===== src/rtl/uart_baud_ctrl.sv =====
// UART baud-rate controller: code-to-divisor lookup, deferred divisor
// change (applied only while both engines are idle), and a bit timer
// producing full-bit and mid-bit tick pulses.
module uart_baud_ctrl (
    input  logic        clk,
    input  logic        reset,
    input  logic        cfg_we,
    input  logic [3:0]  cfg_data,
    input  logic        tx_busy,
    input  logic        rx_busy,
    input  logic        rx_sync,
    output logic        baud_tick,
    output logic        half_tick,
    output logic [3:0]  cur_code,
    output logic [18:0] divisor,
    output logic        cfg_pending,
    output logic        cfg_err
);

    localparam logic [1:0] ST_RUN  = 2'd0;
    localparam logic [1:0] ST_PEND = 2'd1;
    localparam logic [1:0] ST_LOAD = 2'd2;

    localparam logic [3:0]  RST_CODE = 4'd4;
    localparam logic [18:0] RST_DIV  = 19'd10417;

    logic [1:0]  r_state;
    logic [1:0]  w_state_nxt;
    logic [3:0]  r_pend_code;
    logic [3:0]  r_cur_code;
    logic [18:0] r_divisor;
    logic [18:0] r_cnt;
    logic        r_baud_tick;
    logic        r_half_tick;
    logic        r_cfg_pending;
    logic        r_cfg_err;

    logic        w_cfg_valid;
    logic        w_cfg_bad;
    logic        w_wrap;
    logic        w_half_hit;
    logic        w_tick_ok;

    function automatic logic [18:0] f_code_div(input logic [3:0] code);
        case (code)
            4'd0:    f_code_div = 19'd333333;
            4'd1:    f_code_div = 19'd83333;
            4'd2:    f_code_div = 19'd41667;
            4'd3:    f_code_div = 19'd20833;
            4'd4:    f_code_div = 19'd10417;
            4'd5:    f_code_div = 19'd5208;
            4'd6:    f_code_div = 19'd2604;
            4'd7:    f_code_div = 19'd1736;
            4'd8:    f_code_div = 19'd868;
            4'd9:    f_code_div = 19'd434;
            4'd10:   f_code_div = 19'd217;
            4'd11:   f_code_div = 19'd109;
            default: f_code_div = RST_DIV;
        endcase
    endfunction

    assign w_cfg_valid = cfg_we && (cfg_data <= 4'd11);
    assign w_cfg_bad   = cfg_we && (cfg_data > 4'd11);
    assign w_wrap      = (r_cnt == r_divisor - 19'd1);
    assign w_half_hit  = (r_cnt == (r_divisor >> 1) - 19'd1);

    // Ticks are suppressed when the count is being realigned, during LOAD,
    // and on the edge entering LOAD so no pulse is visible while loading.
    assign w_tick_ok = (r_state != ST_LOAD) && (w_state_nxt != ST_LOAD) && !rx_sync;

    // Next-state selection for the deferred-reconfiguration FSM
    always_comb begin
        w_state_nxt = r_state;
        case (r_state)
            ST_RUN:  if (w_cfg_valid) w_state_nxt = ST_PEND;
            ST_PEND: if (!tx_busy && !rx_busy) w_state_nxt = ST_LOAD;
            ST_LOAD: w_state_nxt = w_cfg_valid ? ST_PEND : ST_RUN;
            default: w_state_nxt = ST_RUN;
        endcase
    end

    // State, pending code and applied configuration registers
    always_ff @(posedge clk) begin
        if (reset) begin
            r_state       <= ST_RUN;
            r_pend_code   <= RST_CODE;
            r_cur_code    <= RST_CODE;
            r_divisor     <= RST_DIV;
            r_cfg_pending <= 1'b0;
            r_cfg_err     <= 1'b0;
        end else begin
            r_state       <= w_state_nxt;
            r_cfg_pending <= (w_state_nxt != ST_RUN);
            r_cfg_err     <= w_cfg_bad;
            if (w_cfg_valid) begin
                r_pend_code <= cfg_data;
            end
            // LOAD applies the code held before this cycle's write, so a
            // write landing in LOAD becomes the next pending request.
            if (r_state == ST_LOAD) begin
                r_cur_code <= r_pend_code;
                r_divisor  <= f_code_div(r_pend_code);
            end
        end
    end

    // Bit timer and registered tick pulses
    always_ff @(posedge clk) begin
        if (reset) begin
            r_cnt       <= '0;
            r_baud_tick <= 1'b0;
            r_half_tick <= 1'b0;
        end else begin
            if ((r_state == ST_LOAD) || rx_sync || w_wrap) begin
                r_cnt <= '0;
            end else begin
                r_cnt <= r_cnt + 19'd1;
            end
            r_baud_tick <= w_tick_ok && w_wrap;
            r_half_tick <= w_tick_ok && w_half_hit;
        end
    end

    assign baud_tick   = r_baud_tick;
    assign half_tick   = r_half_tick;
    assign cur_code    = r_cur_code;
    assign divisor     = r_divisor;
    assign cfg_pending = r_cfg_pending;
    assign cfg_err     = r_cfg_err;

endmodule


===== config.mk =====
export PLATFORM = sky130hd
export DESIGN_NAME = uart_baud_ctrl
export DESIGN_NICKNAME = d
export VERILOG_FILES = /design/src/rtl/uart_baud_ctrl.sv
export SDC_FILE = /design/constraint.sdc
export NUM_CORES = 1
export LEC_CHECK = 0
export ABC_AREA = 1
export CORE_ASPECT_RATIO = 0.7
export CORE_MARGIN = 2
export CORE_UTILIZATION = 50
export CTS_CLUSTER_SIZE = 14
export DETAILED_ROUTE_END_ITERATION = 7
export PLACE_DENSITY_LB_ADDON = 0.08
export SKIP_LAST_GASP = 1
export SLEW_MARGIN = 40
export SYNTH_ARGS = -nofsm -noshare
export SYNTH_HDL_FRONTEND = slang
export SYNTH_SLANG_ARGS = --single-unit

===== constraint.sdc =====
create_clock -name clk -period 4.3 [get_ports clk]
set_clock_uncertainty 0.05 [all_clocks]
set_input_delay 0.43 -clock clk [delete_from_list [all_inputs] [get_ports clk]]
set_output_delay 0.43 -clock clk [all_outputs]
set_load 0.02 [all_outputs]

Word-level counts from Yosys, hierarchy flattened
Memory sizes are Yosys's and may differ from the RTL's. A register that Yosys moved wholly into a read port is not among the register bits.
Cells that the tools add are included.
{"block": "word_totals", "ff_bits": 52, "rom_bits": 288, "in_bits": 10, "mem_count": 1}
{"memory": "(name not given)", "words": 16, "word_bits": 18, "rd": 1, "rd_clocked_by_memory_dff": 1, "write_ports": 0, "line_no": "45", "text": "case (code)"}
{"block": "op_classes", "n_addsub": 3, "order_cmp": 2, "eq_ne": 6, "n_mux": 4, "n_reduce_logical": 15}
{"op": "equality test 19 bit", "count": 2}
{"op": "adder 19 x 1 -> 19 bit, second input constant", "count": 1}
{"op": "subtractor 18 x 1 -> 19 bit, second input constant", "count": 1}
{"op": "subtractor 19 x 1 -> 19 bit, second input constant", "count": 1}
{"op": "logical AND 1 bit", "count": 7}
{"op": "case mux 2 bit (3 select lines)", "count": 1}
{"op": "greater-than comparator 4 bit, second input constant", "count": 1}
{"op": "less-or-equal comparator 4 bit, second input constant", "count": 1}
{"op": "two-way mux 2 bit", "count": 2}
{"op": "!= test 2 bit, second input constant", "count": 2}
{"op": "zero test 1 bit", "count": 3}
{"op": "equality test 2 x 1 -> 1 bit, second input constant", "count": 1}
{"op": "equality test 2 bit, second input constant", "count": 1}
{"op": "zero test 2 bit", "count": 1}
{"op": "logical OR 1 bit", "count": 2}
{"op": "nonzero test 2 bit", "count": 1}
{"op": "OR reduction 2 bit", "count": 1}
{"op": "two-way mux 1 bit", "count": 1}

Logic depth before layout (Yosys ltp)
Gate-level depths: netlist (run 1).
{"block": "logic_depth", "ltp_word": 8, "ltp_mapped": 16, "mapped_depth_nobuf": 15}

Worst setup path before layout (run 1)
OpenSTA, ideal clock, no wires.
{"block": "synth_path", "path_type": "register to register", "start": "register r_divisor[1], in the netlist divisor[1]", "end": "register r_cnt[15]", "setup_time_ps": 116, "arrival_ps": 1869, "required_ps": 4134, "path_slack_ps": 2265, "stages_incl_launch_ff": 16, "n_path_buf": 1, "period_less_slack_ps": 2035, "cell_sequence": "dfxtp_1 -> inv_1 -> ha_1 -> nand2_2 -> inv_2 -> nand2_1 -> nand2_1 -> nand2_1 -> nand2_1 -> nor2_1 -> nand3_1 -> nor2_1 -> nand3_2 -> nand2_4 -> buf_12 -> nor2_2"}
{"block": "synth_via", "elab_chain_len": 4}
{"element": "from (decl)", "line_no": "31", "text": "logic [18:0] r_divisor;"}
{"element": "subtractor 19 x 1 -> 19 bit", "line_no": "64", "text": "assign w_wrap = (r_cnt == r_divisor - 19'd1);"}
{"element": "equality test 19 bit", "line_no": "64"}
{"element": "logical OR 1 bit", "line_no": "114", "text": "if ((r_state == ST_LOAD) || rx_sync || w_wrap) begin"}
{"element": "OR reduction 2 bit (no source line)"}
{"element": "to (signal assigned)", "line_no": "117", "text": "r_cnt <= r_cnt + 19'd1;"}
{"element": "to (decl)", "line_no": "32", "text": "logic [18:0] r_cnt;"}
No other way between the ends.
A chain may end at the register's enable or synchronous reset.

Final worst setup path (run 1)
{"block": "layout_path", "start": "register r_divisor[2], in the netlist divisor[2]", "end": "register r_cnt[3]"}
The elaborated chain is that of the path after synthesis.

==> flow_metrics.env, run 1 <==
export IMPL_grt_util_all_layers=0.2567
export IMPL_routed_wirelength_um=9536
export IMPL_clk_latency_ns=0.31
export IMPL_clockBufferDepth=2
export IMPL_cts_setup_buffers=0
export IMPL_first_global_vias=3103
export IMPL_io_pins=37
export IMPL_cts_hold_buf=0
export IMPL_ant_nets=0
export IMPL_ys_top_cells_by_count="125 x nand2_1, 69 x inv_1, 69 x nor2_1"
export IMPL_tightest_slew_ns=0.5667
export IMPL_die_y_um=74.52
export IMPL_synth_edf_count=0
export IMPL_ir_drop_uv=141.4
export IMPL_drive_gt1_frac=0.07993
export IMPL_synth_distinct_cells=42
export IMPL_setup_tns_ns=0
export IMPL_cts_tree="yes"
export IMPL_synth_top_flop_cell="dfxtp_1"
export IMPL_worstPathMaxFanout=19
export IMPL_synth_net_count=553
export IMPL_dp_cells=649
export IMPL_rsz0062_at_grt="false"
export IMPL_grt_start_max_net_pins=26
export IMPL_final_cells=657
export IMPL_syn_avg_cell_area_um2=6.652
export IMPL_slew_headroom=0.6201
export IMPL_dr_total_vias=3393
export IMPL_hpwlAfterDp_um=7558
export IMPL_rows=25
export IMPL_yosys_cell_count_top_type="nand2_1"
export IMPL_preCtsSetupSlack_ns=1.791
export IMPL_portBuffers=35
export IMPL_hp_class="reg2reg"
export IMPL_cts_repair_resized=0
export IMPL_leakage_nw=1.741
export IMPL_finalHoldViolations=0
export IMPL_netlist_area_mm2=0.003552
export IMPL_worstPathRequired_ns=4.45
export IMPL_yosysWarningCount=0
export IMPL_antenna_found_initial=0
export IMPL_area_growth_synth_to_final_pct=14.23
export IMPL_vias_per_cell=5.164
export IMPL_setup_ws_ns=1.991
export IMPL_final_core_util=0.5950
export IMPL_place_gp_congestion=0.9853
export IMPL_maxCapViolCount=0
export IMPL_synthCells=534
export IMPL_arrival_ns=2.46
export IMPL_n_fill_cell=677
export IMPL_h_tree_depth=2
export IMPL_p_total_uw=961.7
export IMPL_initial_core_util=0.5209
export IMPL_postLayoutCellArea_mm2=0.004058
export IMPL_synth_top_area_cell="dfxtp_1"
export IMPL_status="complete, no violations"
export IMPL_first_pass_iters=5
export IMPL_crit_path_end_kind="flip-flop"
export IMPL_setup_viol=0
export IMPL_cts_root_buf="clkbuf_8"
export IMPL_startpoint_type="flip-flop"
export IMPL_finalCriticalPeriod_ns=2.309
export IMPL_yosys_top_cells_area="dfxtp_1 29%, nand2_1 13%, xor2_1 10%"
export IMPL_yosysSeqAreaShare=0.2874
export IMPL_cts_made_buffers=5
export IMPL_gr_total_overflow=0
export IMPL_drc_errors=0
export IMPL_placed_cell_area_mm2=0.003941
export IMPL_die_area_mm2=0.007805
export IMPL_max_freq_ghz=0.4331
export IMPL_finalCritPeriodShare=0.5370
export IMPL_clkSinkCount=51
export IMPL_wire_per_inst_um=14.51
export IMPL_drt_iter0_drc=272
export IMPL_grt_pass1_wl_um=15650
export IMPL_cts_clk_slew_worst_paths_ns=0.10
export IMPL_synth_top_area_frac=0.2874
export IMPL_coreArea_mm2=0.006819
export IMPL_fin_nets=581
export IMPL_critPathKind="reg2reg"
export IMPL_num_antenna_cells=0
export IMPL_power_density_mw_per_mm2=237.0
export IMPL_async_flop_share=0
export IMPL_timing_hold_ws_ns=0.4251
export IMPL_synth_seq_cells=51
export IMPL_die_x_um=104.7
export IMPL_slew_violations=0
==> layout by cell type (no fill, tap or decap), types with 5 or more instances in the layout <==
cell / count
xnor2_1: 18
nor3_1: 10
ha_1: 9
clkdlybuf4s50_1: 34
a21oi_1: 21
nor2_1: 69
nand2_2: 5
nand2_1: 125
xor2_1: 42
inv_1: 69
clkbuf_8: 6
nand3_1: 24
o211ai_1: 6
nor2_2: 19
dfxtp_1: 51
o21ai_0: 19
==> cells by family (layout without fill, tap and decap cells) <==
| kind of cell | Yosys count | in the layout | synth area share |
|---|---|---|---|
| compound gates | 55 | 55 | 0.08771 |
| other cells | 1 | 1 | 0.001056 |
| simple gates | 271 | 271 | 0.3438 |
| xor+xnor | 60 | 60 | 0.1479 |
| fa+ha+maj | 9 | 9 | 0.03170 |
| flops | 51 | 51 | 0.2874 |
| buf+inv | 87 | 116 | 0.1004 |
==> worst max-delay path, cell delays in order, from the launching register on <==
cell     delay (ns)
dfxtp_1        0.39
inv_1          0.11
ha_1           0.29
nand2_2        0.14
inv_2          0.10
nand2_1        0.07
nor2_1         0.14
nand2_1        0.06
nand2_1        0.06
nand2_1        0.04
nor2_1         0.13
nand2_1        0.08
nor2_2         0.09
nand3_2        0.10
nand2_4        0.27
nor2_1         0.08
==> state kept, by name, indices dropped and copies added, names as in the netlist <==
name         flops
baud_tick        1
cfg_err          1
cfg_pending      1
cur_code         4
divisor         18
half_tick        1
r_cnt           19
r_pend_code      4
r_state          2
==> cell type report <==
class / count / area [um^2] / share of cell area
tap: 94 / 117.6 / 0.02899
clock buffer: 6 / 82.58 / 0.02035
clock inverter: 2 / 38.79 / 0.009559
multi-input combinational: 396 / 2175 / 0.5359
inverter: 72 / 270.3 / 0.06660
sequential: 51 / 1021 / 0.2516
timing repair buffer: 36 / 352.8 / 0.08696
==> power by group <==
| group | internal (mW) | switching, mW | leakage (nW) |
|---|---|---|---|
| Combinational | 0.0376 | 0.0637 | 1.27 |
| Clock | 0.192 | 0.173 | 0.0618 |
| Sequential | 0.481 | 0.0153 | 0.413 |
==> per-layer routing <==
metal | share of wire | global-route usage | vias to the layer above
li1 | - | - | 1709
met4 | 0.0065 | 0.04444 | 0
met3 | 0.064 | 0.04733 | 9
met1 | 0.54 | 0.4011 | 1576
met2 | 0.39 | 0.3672 | 99
met5 | 0 | 0 | -
==> worst paths after layout <==
path / from / depth (start not counted) / endpoint / slack, ns
worst max-delay path: divisor[2] / 15 / r_cnt[3] / 1.99
worst min-delay path: cur_code[0] / 2 / cur_code[0] / 0.43
worst max register to register: divisor[2] / 15 / r_cnt[3] / 1.99
worst min register to register: cur_code[0] / 2 / cur_code[0] / 0.43
Note: power is estimated with default switching activity, not from simulation.
==> run 2: changes to the inputs <==
- clock period: 4.3 -> 1.9 ns (I/O delays scaled with it)
==> run 2 against run 1 <==
  * The flow now finishes with violations (setup timing)
  * Count of clock-buffer cells in the layout shrank 1
  * Cell count grew 8.4%
  * Register-to-register slack lost 2.0 ns
  * Die area is the same
  * Global-route usage grew 3.3 points
  * Clock power grew to 2.6 times the previous value
  * Critical endpoint unchanged
  * Wire length grew 16%
  * Combinational power grew to 3.0 times the previous value
  * Via count grew 9.8%
  * Final area grew 17%
==> flow_metrics.env, run 2 (synthesized netlist as in run 1, its figures left out) <==
export IMPL_ant_nets=0
export IMPL_die_area_mm2=0.007805
export IMPL_clockBufferDepth=2
export IMPL_final_common_cell="nand2_1"
export IMPL_crit_path_end_kind="flip-flop"
export IMPL_maxCapViolCount=0
export IMPL_max_freq_ghz=0.5118
export IMPL_ir_drop_uv=353.7
export IMPL_grt_pass1_wl_um=17340
export IMPL_drive_gt1_frac=0.2249
export IMPL_leakage_nw=2.047
export IMPL_cts_tree="yes"
export IMPL_cts_made_buffers=5
export IMPL_drt_iter0_drc=267
export IMPL_finalCriticalPeriod_ns=1.954
export IMPL_vias_per_cell=5.233
export IMPL_coreArea_mm2=0.006819
export IMPL_final_core_util=0.6947
export IMPL_initial_core_util=0.5209
export IMPL_status="finished, violations left"
export IMPL_cts_root_buf="clkbuf_8"
export IMPL_slew_violations=0
export IMPL_setup_viol=19
export IMPL_r2r_slack_ns=-0.05
export IMPL_r2r_end="r_cnt[3]"
export IMPL_routed_wirelength_um=11050
export IMPL_antenna_found_initial=0
export IMPL_rsz0062_at_grt="true"
export IMPL_r2r_start="divisor[1]"
export IMPL_violations="setup timing"
export IMPL_power_density_mw_per_mm2=500.1
export IMPL_die_y_um=74.52
export IMPL_final_cell_mix="121 x nand2_1, 65 x inv_1, 53 x nor2_1, 50 x buf_4"
export IMPL_critPathKind="reg2reg"
export IMPL_grt_start_max_net_pins=23
export IMPL_num_antenna_cells=0
export IMPL_cts_clk_slew_worst_paths_ns=0.10
export IMPL_area_growth_synth_to_final_pct=33.36
export IMPL_dr_total_vias=3726
export IMPL_finalCritPeriodShare=1.028
export IMPL_startpoint="divisor[1]"
export IMPL_fin_nets=636
export IMPL_clkSinkCount=51
export IMPL_postLayoutCellArea_mm2=0.004737
export IMPL_arrival_ns=2.13
export IMPL_setup_ws_ns=-0.05396
export IMPL_first_global_vias=3388
export IMPL_top_register="r_cnt"
export IMPL_worstPathMaxFanout=8
export IMPL_placed_cell_area_mm2=0.004323
export IMPL_preCtsSetupSlack_ns=-0.1484
export IMPL_io_pins=37
export IMPL_portBuffers=35
export IMPL_die_x_um=104.7
export IMPL_first_pass_iters=7
export IMPL_hp_class="in2reg"
export IMPL_hpwlAfterDp_um=8228
export IMPL_worstPathRequired_ns=2.08
export IMPL_n_fill_cell=600
export IMPL_grt_util_all_layers=0.2896
export IMPL_gr_total_overflow=0
export IMPL_drc_errors=0
export IMPL_rows=25
export IMPL_largest_reg_flops=19
export IMPL_r2r_cells=14
export IMPL_startpoint_type="flip-flop"
export IMPL_timing_hold_ws_ns=0.3924
export IMPL_cp_endpoint="r_cnt[3]"
export IMPL_finalHoldViolations=0
export IMPL_clk_latency_ns=0.33
export IMPL_h_tree_depth=2
export IMPL_place_gp_congestion=0.9536
export IMPL_wire_per_inst_um=15.52
run 2: cell count changes in the layout (fill, tap and decap cells not counted), moves of 3 or more:
| cell | before | now |
|---|---|---|
| nand3_1 | 24 | 21 |
| inv_1 | 69 | 65 |
| nor2_4 | 3 | 9 |
| nand2_1 | 125 | 121 |
| nor2_1 | 69 | 53 |
| nand2_8 | 0 | 4 |
| nor2_2 | 19 | 29 |
| buf_4 | 1 | 50 |
| dfxtp_2 | 0 | 9 |
| inv_4 | 0 | 3 |
| dfxtp_1 | 51 | 41 |
run 2: final cells by class:
type	count	area, um^2	share of cell area
clock buffer	5	68.82	0.01453
clock inverter	3	71.32	0.01506
inverter	72	277.8	0.05864
multi-input combinational	399	2389	0.5042
sequential	51	1036	0.2187
tap	94	117.6	0.02483
timing repair buffer	88	777.0	0.1640
run 2: what timing repair did:
item	4_1_cts	5_1_grt
gates resized for setup	31	25
setup buffers	3	3
gates cloned	3	0
hold buffers	0	0
pin swaps	9	13
setup endpoints to repair	19	23
hold endpoints to repair	0	0
run 2: metrics by stage:
step                      TNS [ns]  instances  power (mW)
after global placement      -1.477        695       1.398
after floorplan                  0        534       1.298
after CTS                  -0.2929        709       2.371
final                      -0.9152        712       2.369
after global routing        -3.582        712       2.451
after detailed placement    -2.371        695       1.403
run 2: power by group:
| part | internal [mW] | switching (mW) |
|---|---|---|
| clock | 0.535 | 0.421 |
| combinational | 0.119 | 0.179 |
| sequential | 1.09 | 0.0274 |
run 2: per-layer routing:
layer,vias up,global-route usage,share of wire
met5,-,0,0
met4,0,0.07556,0.013
met3,15,0.06486,0.093
met2,143,0.4315,0.41
met1,1742,0.4232,0.48
li1,1826,-,-
run 2: worst max-delay path, stage by stage (launching register included):
cell     delay (ns)
dfxtp_2        0.35
inv_4          0.08
ha_4           0.18
nand2_8        0.08
nor2_8         0.18
nand3_2        0.08
nand2_1        0.07
nand2_1        0.06
nor2_1         0.11
nand2_1        0.08
nor2_2         0.14
nand3_4        0.11
buf_12         0.17
nand2_8        0.08
nor2_1         0.04
run 2: worst min path at each step:
stage               cells past startpoint   startpoint              to  slack (ns)
CTS                                     3       cfg_we         cfg_err        0.38
global route                            3  cfg_data[3]         cfg_err        0.42
detailed placement                      2  cur_code[0]     cur_code[0]        0.41
floorplan                               2  cfg_data[2]  r_pend_code[2]        0.25
finish                                  3       cfg_we         cfg_err        0.39
global placement                        1     r_cnt[0]        r_cnt[0]        0.40
==> run 3: changes to the inputs <==
- CTS_CLUSTER_SIZE: 14 -> not set
- GPL_TIMING_DRIVEN: not set -> 0
==> run 3 against run 2 <==
  * The run still ends with setup timing left
  * Non-clock buffer count down 21
  * Sequential cell count did not move
  * Highest routed layer unchanged
  * Clock power fell by 12%
  * Cell count is 3.4% lower
  * Core utilization decreased by 3.1 points
==> flow_metrics.env, run 3 (synthesized netlist as in run 1, its figures left out) <==
export IMPL_clkSinkCount=51
export IMPL_violations="setup timing"
export IMPL_routed_wirelength_um=9955
export IMPL_portBuffers=35
export IMPL_grt_util_all_layers=0.2629
export IMPL_power_density_mw_per_mm2=495.3
export IMPL_maxCapViolCount=0
export IMPL_final_common_cell="nand2_1"
export IMPL_clk_latency_ns=0.32
export IMPL_fin_nets=612
export IMPL_clockBufferDepth=2
export IMPL_num_antenna_cells=0
export IMPL_wire_per_inst_um=14.47
export IMPL_io_pins=37
export IMPL_ant_nets=0
export IMPL_slew_violations=0
export IMPL_finalHoldViolations=0
export IMPL_first_global_vias=3173
export IMPL_vias_per_cell=5.113
export IMPL_hp_class="in2reg"
export IMPL_worstPathMaxFanout=8
export IMPL_cts_root_buf="clkbuf_8"
export IMPL_die_x_um=104.7
export IMPL_gr_total_overflow=0
export IMPL_status="finished, violations left"
export IMPL_cts_made_buffers=5
export IMPL_hpwlAfterDp_um=7582
export IMPL_grt_pass1_wl_um=16020
export IMPL_cts_clk_slew_worst_paths_ns=0.10
export IMPL_place_gp_congestion=0.9439
export IMPL_cts_tree="yes"
export IMPL_slew_headroom=0.6242
export IMPL_startpoint_type="flip-flop"
export IMPL_h_tree_depth=2
export IMPL_first_pass_iters=5
export IMPL_arrival_ns=2.24
export IMPL_dr_total_vias=3518
export IMPL_leakage_nw=1.909
export IMPL_whs_path_depth=3
export IMPL_rsz0062_at_grt="true"
export IMPL_crit_path_end_kind="flip-flop"
export IMPL_worstPathRequired_ns=2.08
export IMPL_drc_errors=0
export IMPL_drt_iter0_drc=247
export IMPL_initial_core_util=0.5209
export IMPL_p_total_mw=2.242
export IMPL_largest_reg_flops=19
export IMPL_placed_cell_area_mm2=0.004044
export IMPL_finalCritPeriodShare=1.086
export IMPL_rows=25
export IMPL_top_register="r_cnt"
export IMPL_die_y_um=74.52
export IMPL_max_freq_ghz=0.4848
export IMPL_die_area_mm2=0.007805
export IMPL_critPathKind="reg2reg"
export IMPL_setup_ws_ns=-0.1629
export IMPL_antenna_found_initial=0
export IMPL_tightest_slew_ns=0.5594
export IMPL_final_core_util=0.6639
export IMPL_ir_drop_uv=396.5
export IMPL_coreArea_mm2=0.006819
export IMPL_drive_gt1_frac=0.1818
export IMPL_grt_start_max_net_pins=17
export IMPL_r2r_cells=14
export IMPL_finalCriticalPeriod_ns=2.063
export IMPL_setup_viol=20
export IMPL_postLayoutCellArea_mm2=0.004527
export IMPL_area_growth_synth_to_final_pct=27.44
export IMPL_final_cell_mix="121 x nand2_1, 65 x inv_1, 50 x nor2_1, 42 x xor2_1, 40 x dfxtp_1"
==> run 3: where the power goes <==
group          total [mW]  internal [mW]  switching [mW]
Clock               0.843          0.434           0.409
Combinational       0.286          0.116           0.170
Sequential           1.11           1.09          0.0284
==> run 3: metrics by stage <==
step / hold slack (ns) / worst slack, ns / TNS [ns] / instances
2_1_floorplan: 0.2544 / 0.02186 / 0 / 534
3_3_place_gp: 0.4031 / -0.3631 / -5.472 / 663
3_5_place_dp: 0.4129 / -0.3632 / -5.614 / 663
4_1_cts: 0.3946 / -0.1080 / -1.631 / 680
5_1_grt: 0.4361 / -0.2379 / -4.409 / 688
6_report: 0.4030 / -0.1629 / -2.692 / 688
==> run 3: worst paths after layout <==
path,slack [ns],from,to
min,0.40,cfg_we,cfg_err
max,-0.16,divisor[1],r_cnt[12]
min reg2reg,0.42,cur_code[0],cur_code[0]
max reg2reg,-0.16,divisor[1],r_cnt[12]
==> run 3: area by class of cell <==
cell class / instances / area (um^2)
multi-input combinational: 396 / 2359
fill: 652 / 2292
clock inverter: 2 / 38.79
buffer: 15 / 86.33
sequential: 51 / 1042
inverter: 72 / 285.3
clock buffer: 6 / 82.58
timing repair buffer: 52 / 515.5
tap: 94 / 117.6
==> run 3: repair_timing <==
action	4_1_cts	5_1_grt
hold buffers	0	0
pin swaps	3	15
gates cloned	0	1
buffers inserted	9	7
setup endpoints to repair	21	33
resized for setup	41	25
==> run 3: worst max-delay path, stage by stage, from the launching register on <==
cell and delay [ns]:
dfxtp_4 0.38, inv_6 0.07, ha_4 0.17, nand2_8 0.08, nor2_8 0.19, nand3_2 0.07
nand2_1 0.06, nand2_1 0.06, nor2_2 0.15, nand2_1 0.08, nor2_2 0.13, nand3_4 0.14
nand2_8 0.13, clkbuf_16 0.16, nor2_2 0.03
==> run 3: metal layers <==
| metal | global-route usage | routed length (um) | vias to the layer above | part of all wire |
|---|---|---|---|---|
| met1 | 0.3951 | 5097 | 1629 | 0.51 |
| li1 | - | - | 1775 | - |
| met2 | 0.3983 | 4132 | 107 | 0.42 |
| met3 | 0.03769 | 656 | 7 | 0.066 |
| met4 | 0.06222 | 70 | 0 | 0.0070 |
| met5 | 0 | 0 | - | 0 |
